File: src/rtl/demux_rr_scheduler.sv
// demux_rr_scheduler
//   Sequences a 1-to-4 bit demultiplexer. Serial bits arrive over a
//   valid/ready handshake. Each bit is assigned to one of four output channels
//   in round-robin order, and disabled channels are skipped. The bit is then
//   held on x/S with a one-hot strobe until that channel's consumer is ready.
//
// Ports
//   clk        system clock, rising edge
//   reset      synchronous, active-high reset
//   in_valid   source presents a bit on in_bit
//   in_bit     serial data bit
//   in_ready   scheduler accepts in_bit this cycle (combinational)
//   ch_en      per-channel enable mask, consulted only when a bit is accepted
//   ch_ready   per-channel consumer ready; only ch_ready[S] matters
//   x          registered data bit presented to the demux
//   S          registered demux select (channel index)
//   out_valid  registered one-hot strobe for the pending bit's channel
//   busy       a bit is pending
//   xfer_cnt   delivered-bit counter, wraps modulo 2^CNT_W
module demux_rr_scheduler #(
  parameter int CNT_W = 8
) (
  input  logic             clk,
  input  logic             reset,
  input  logic             in_valid,
  input  logic             in_bit,
  output logic             in_ready,
  input  logic [3:0]       ch_en,
  input  logic [3:0]       ch_ready,
  output logic             x,
  output logic [1:0]       S,
  output logic [3:0]       out_valid,
  output logic             busy,
  output logic [CNT_W-1:0] xfer_cnt
);

  typedef enum logic {
    IDLE = 1'b0,
    HOLD = 1'b1
  } state_t;

  state_t           state_q, state_d;
  logic [1:0]       ptr_q, ptr_d;
  logic [1:0]       s_d;
  logic             x_d;
  logic [3:0]       ov_d;
  logic [CNT_W-1:0] cnt_d;

  logic             deliver;
  logic             accept;
  logic [1:0]       scan_base;
  logic [1:0]       pick;

  // Returns the first enabled channel, scanning upward from base and wrapping.
  // The loop runs from the farthest offset down, so the nearest hit wins.
  // When no channel is enabled the result is unused, because in_ready is low.
  function automatic logic [1:0] rr_pick(input logic [3:0] en, input logic [1:0] base);
    logic [1:0] idx;
    logic [1:0] res;
    res = base;
    for (int k = 3; k >= 0; k--) begin
      idx = base + 2'(k);
      if (en[idx]) res = idx;
    end
    return res;
  endfunction

  always_comb begin
    deliver  = (state_q == HOLD) && ch_ready[S];
    in_ready = (|ch_en) && ((state_q == IDLE) || deliver);
    accept   = in_valid && in_ready;
    // A delivery in the same cycle moves the pointer, and the scan has to see
    // that new value already.
    scan_base = deliver ? (S + 2'd1) : ptr_q;
    pick      = rr_pick(ch_en, scan_base);

    state_d = state_q;
    ptr_d   = ptr_q;
    x_d     = x;
    s_d     = S;
    ov_d    = out_valid;
    cnt_d   = xfer_cnt;

    if (deliver) begin
      ptr_d = S + 2'd1;
      cnt_d = xfer_cnt + CNT_W'(1);
    end

    if (accept) begin
      state_d = HOLD;
      x_d     = in_bit;
      s_d     = pick;
      ov_d    = 4'b0001 << pick;
    end else if (deliver) begin
      // x and S keep their last values; only the strobe drops.
      state_d = IDLE;
      ov_d    = 4'b0000;
    end
  end

  always_ff @(posedge clk) begin
    if (reset) begin
      state_q   <= IDLE;
      ptr_q     <= 2'd0;
      x         <= 1'b0;
      S         <= 2'd0;
      out_valid <= 4'b0000;
      xfer_cnt  <= '0;
    end else begin
      state_q   <= state_d;
      ptr_q     <= ptr_d;
      x         <= x_d;
      S         <= s_d;
      out_valid <= ov_d;
      xfer_cnt  <= cnt_d;
    end
  end

  assign busy = (state_q == HOLD);

endmodule

File: config.mk
export PLATFORM = sky130hd
export DESIGN_NAME = demux_rr_scheduler
export DESIGN_NICKNAME = d
export VERILOG_FILES = /design/src/rtl/demux_rr_scheduler.sv
export SDC_FILE = /design/constraint.sdc
export NUM_CORES = 1
export LEC_CHECK = 0
export CORE_MARGIN = 2
export CORE_UTILIZATION = 40
export CTS_CLUSTER_DIAMETER = 200
export DETAILED_ROUTE_END_ITERATION = 16
export PLACE_DENSITY = 0.79
export SLEW_MARGIN = 20
export SYNTH_ARGS = -nofsm -noshare
export SYNTH_HDL_FRONTEND = slang
export SYNTH_SLANG_ARGS = --single-unit
File: constraint.sdc
create_clock -name clk -period 5.6 [get_ports clk]
set_clock_uncertainty 0.2 [all_clocks]
set_input_delay 1.12 -clock clk [delete_from_list [all_inputs] [get_ports clk]]
set_output_delay 1.12 -clock clk [all_outputs]
set_load 0.02 [all_outputs]
Word level (Yosys, flattened, before mapping):

Cells that the tools add are included.
W data, S select, Z words.

* output and inout port bits: 17
* word-level logic and storage cells: 43
* bits in registers: 18
* input bits: 12

* reduce and logical (&&, ||, !) cells: 6
* multiplexer cells: 19
* bitwise logic cells: 1
* $lt $le $gt $ge: 5
* shifts and indexed selects: 1
* add/subtract/negate cells: 5

Operators with widths (count)
* $lt A2 B3 Y1 const B: 5
* $bmux W1 S2: 5
* $mux W2: 5
* $add A8 B1 Y8 const B: 1
* $mux W4: 2
* $mux W1: 7
* $add A2 B1 Y2 const B: 2
* $add A2 B2 Y2 const B: 2
* $reduce_or A4 Y1: 1
* $shl A1 B2 Y4 const A: 1
* $logic_and A1 B1 Y1: 3
* $reduce_bool A2 Y1: 1
* $logic_or A1 B1 Y1: 1
* $not A1 Y1: 1

Depth between registers and ports, before layout:

Gate-level depths: netlist (run 1).

* depth in word-level cells: 13
* mapped depth: 8
* gate-level depth less buffers: 6

Least setup slack after synthesis (run 1):

Ideal clock, no wire load.

* path kind: input to output
* from: input ch_en[1]
* to: output in_ready
* path buffers: 1
* cell stages on the path: 3
* path slack: 2.251 ns
* data required time: 4.280 ns
* arrival time: 2.029 ns
* cell sequence: clkbuf_1 -> nor2_1 -> a21boi_0

* longest elaborated chain between the ends: 2

Ends and longest elaborated chain
* start: declaration: RTL line 28 `input logic [3:0] ch_en,`
* $reduce_or A4 Y1: RTL line 70 `in_ready = (|ch_en) && ((state_q == IDLE) || deliver);`
* $logic_and A1 B1 Y1: RTL line 70
* end: declaration: RTL line 27 `output logic in_ready,`

No other way between the ends.

Worst setup path in the final report (run 1):

* from: input ch_ready[2]
* to: output in_ready

* longest elaborated chain between the ends: 5

Ends and longest elaborated chain
* start: declaration: RTL line 29 `input logic [3:0] ch_ready,`
* $bmux W1 S2: RTL line 69 `deliver = (state_q == HOLD) && ch_ready[S];`
* $mux W1 (not written as such): RTL line 69
* $logic_and A1 B1 Y1: RTL line 69
* $logic_or A1 B1 Y1: RTL line 70
* $logic_and A1 B1 Y1: RTL line 70

No other way between the ends. The select of a mux whose other input is x is not followed.

==> metrics.md, run 1 <==
| Metric | Value |
|---|---|
| Layout cell share with drive strength beyond 1 | `8.553%` |
| Detailed Route Iter0 Violations | `50` |
| R2R cell count | `6` |
| Die Wd | `56.71 um` |
| Number of synthesized flops with an enable pin | `0` |
| Area Growth Syn to Fin | `27.14%` |
| Crit path capture | `in_ready` |
| Clock root buffer | `clkbuf_4` |
| Min cycle time layout | `4.309 ns` |
| Synthesized area per cell | `8.680 um2` |
| Clk sinks | `18` |
| Dpl cell area | `1376 um2` |
| Final Hold Viols | `0` |
| GRT Overall Usage | `17.42%` |
| Syn Std Cell Area | `1111 um2` |
| CP Cell Sequence | `clkdlybuf4s50_1 -> mux4_1 -> nand2b_1 -> a21boi_0 -> clkdlybuf4s50_1` |
| Synth cell types | `48` |
| Post-CTS setup buffers | `0` |
| Clock Path Buffers | `2` |
| Max-slew violations | `0` |
| Final Setup Violations | `0` |
| Die footprint | `3215 um2` |
| RSZ-0062 raised after global routing | `false` |
| Die height | `56.71 um` |
| # IOs | `29` |
| Reg2reg start | `S[0]` |
| # diodes | `0` |
| Syn nets | `141` |
| Maximum fanout along the worst path | `3` |
| First-pass GRT wire length | `4.443 mm` |
| Worst R2R End | `S[0]` |
| Largest net degree at the start of global routing | `17` |
| Initial Util | `41.36%` |
| Via total after detailed routing | `1,060` |
| Main synth FF type | `dfxtp_1` |
| Fin crit share | `76.94%` |
| Final WS setup | `1.291 ns` |
| Seq/Total Area, Yosys | `32.43%` |
| Grt total ovfl | `0` |
| Synth Register Bits | `18` |
| Vias per cell | `5.792` |
| CTS Buf Count | `3` |
| Status | `finished, final reports clean` |
| WP depth | `5` |
| Gate Count Post-Synth | `128` |
| Final setup TNS | `0 ns` |
| Syn. warnings | `0` |
| GP Congestion | `0.8432` |
| H-tree depth | `1` |
| Worst-Margin Slew | `0.7279 ns` |
| Worst-Skew Late Latency | `0.30 ns` |
| Initial antenna violation count | `0` |
| Peak supply drop | `125.0 uV` |
| Dpl hpwl | `2.000 mm` |
| Setup CP Type | `primary input to output pin` |
| CTS tree | `done` |
| Reg2Reg Setup Slack | `3.11 ns` |
| Crit end category | `output pin` |
| Most frequent cell on the critical path | `clkdlybuf4s50_1` |
| CP delay by family, top | `buffers and inverters` |
| Min-delay worst type | `flop to flop` |
| # hold bufs at CTS | `0` |
| Pre-CTS WS | `1.315 ns` |
| # rows | `19` |
| Number of global-route vias before repair | `976` |
| Max_slew headroom | `51.30%` |
| Max frequency | `232.1 MHz` |
| Drt wl/cell | `14.83 um` |
| Worst path required time | `4.28 ns` |
| Worst Path Arrival | `2.99 ns` |
| Core ar. | `2686 um2` |
| Ys async rst share | `0%` |
| Max-cap violations | `0` |
| Static Leak | `0.0005326 uW` |
| PwrDens | `207.5 nW/um2` |
| Slowest CP cell | `clkdlybuf4s50_1` |
| DRT Pass-1 Iters | `4` |
| Startpoint class of the critical path | `primary input` |
| Design area | `1413 um2` |
| I/O Buffers | `28` |
| CP max stage delay | `0.54 ns` |
| Post-Route WL | `2.713 mm` |
| DRC viols | `0` |
| Crit. Startpoint | `ch_ready[2]` |
| Remaining antenna violation count after routing | `0` |
| Clk pin slew, worst setup/hold paths | `0.11 ns` |
| Final nets | `166` |
| Resize count post-CTS | `0` |
| Buf+Inv Stages, Crit Path | `2` |
final cells by class:
type,instances,area (um2)
repair buffers,28,280.3
multi-input cells,96,674.4
flip-flops and latches,18,360.3
well taps,31,38.79
clock buffers,4,36.28
fillers,264,1274
inverters,6,22.52
sequential cells by signal, indices dropped and copies added, names as in the netlist:
register / count
xfer_cnt: 8
S: 2
ptr_q: 2
out_valid: 4
busy: 1
x: 1
cell families (layout without fill, tap and decap cells):
group,after synthesis,count (layout),share of synthesized area (%)
and+or+nand+nor,47,47,20.50
AOI/OAI and AO/OA,33,33,24.44
DFF,18,18,32.43
buffers and inverters,14,38,6.868
xor gates and xnor gates,8,8,6.307
muxes,7,7,8.333
adders and majority gates,1,1,1.126
placed cells by master (no fill, tap or decap), types with 2 or more instances in the layout:
| cell | count |
|---|---|
| clkdlybuf4s50_1 | 28 |
| nor2_1 | 20 |
| dfxtp_1 | 18 |
| nand2_1 | 7 |
| inv_1 | 6 |
| xor2_1 | 5 |
| mux2i_1 | 4 |
| o21ai_0 | 4 |
| nand3_1 | 4 |
| a21boi_0 | 3 |
| nand4_1 | 3 |
| xnor2_1 | 3 |
| a21oi_1 | 3 |
| a32o_1 | 3 |
| clkbuf_4 | 3 |
| o41ai_1 | 2 |
| o22ai_1 | 2 |
| or2_1 | 2 |
| nor3_1 | 2 |
| a21o_1 | 2 |
metrics by stage:
step	instances	hold WS (ns)	util (%)	power [uW]
global route	183	0.3181	52.59	309.9
detailed placement	179	0.2670	51.23	212.5
finish	183	0.2859	52.59	293.1
floorplan	128	0.3637	-	187.8
global placement	179	0.2551	51.23	210.5
CTS	183	0.2959	52.59	296.8
cell usage after synthesis (2+ instances only):
| master | instances | area [um2] |
|---|---|---|
| o22ai_1 | 2 | 12.51 |
| clkbuf_1 | 4 | 15.01 |
| nor2_1 | 20 | 75.07 |
| nand4_1 | 3 | 18.77 |
| a21o_1 | 2 | 15.01 |
| nand3_1 | 4 | 20.02 |
| o41ai_1 | 2 | 17.52 |
| or2_1 | 2 | 12.51 |
| dfxtp_1 | 18 | 360.4 |
| mux2i_1 | 4 | 40.04 |
| a21boi_0 | 3 | 22.52 |
| xor2_1 | 5 | 43.79 |
| nand2_1 | 7 | 26.28 |
| buf_6 | 3 | 33.78 |
| nor3_1 | 2 | 10.01 |
| a32o_1 | 3 | 30.03 |
| o21ai_0 | 4 | 20.02 |
| xnor2_1 | 3 | 26.28 |
| a21oi_1 | 3 | 15.01 |
| inv_1 | 6 | 22.52 |
report_power, final:
part           switching, uW  total [uW]  internal (uW)  leakage, uW
Clock                   43.0        82.7           39.7    0.0000210
Sequential              5.49         139            133     0.000146
Combinational           38.5        71.9           33.5     0.000365
Total                   86.9         293            206     0.000533
worst min-delay path by stage:
stage,endpoint,from,slack (ns),cells after the start
5_1_grt,out_valid[1],out_valid[1],0.32,1
4_1_cts,out_valid[1],out_valid[1],0.30,1
2_1_floorplan,out_valid[0],out_valid[0],0.36,2
6_report,out_valid[2],out_valid[2],0.29,1
3_3_place_gp,out_valid[1],out_valid[1],0.26,1
3_5_place_dp,out_valid[1],out_valid[1],0.27,1
routing by layer:
layer  up-vias  wire [um]  global-route usage [%]
li1        519          -                       -
met1       491       1164                   21.86
met2        46       1296                   27.91
met3         4        222                   5.991
met4         0         29                   5.442
met5         -          0                       0
worst register-to-register path: stages, from the launching register on:
cell and delay (ns):
dfxtp_1 0.48, mux2_4 0.33, a21oi_2 0.18, or2_1 0.54
o21ai_0 0.16, a221oi_1 0.34, a32o_1 0.21
Note: power is estimated with default switching activity, not from simulation.
==> run 2: changes to the inputs <==
==> constraint.sdc (replaced) <==
create_clock -name clk -period 4.3 [get_ports clk]
set_clock_uncertainty 0.2 [all_clocks]
set_input_delay 0.86 -clock clk [delete_from_list [all_inputs] [get_ports clk]]
set_output_delay 0.86 -clock clk [all_outputs]
set_load 0.02 [all_outputs]
==> results of run 2 <==
Same layout as run 1 (identical final DEF). Status: finished, final reports clean.
Main changes from that run: setup slack after placement 1.315 ns -> 0.5348 ns; setup slack after layout 1.291 ns -> 0.5114 ns; register-to-register setup slack 3.11 ns -> 1.81 ns; total power 293.1 uW -> 381.8 uW; worst IR drop on VDD 125.0 uV -> 162.8 uV
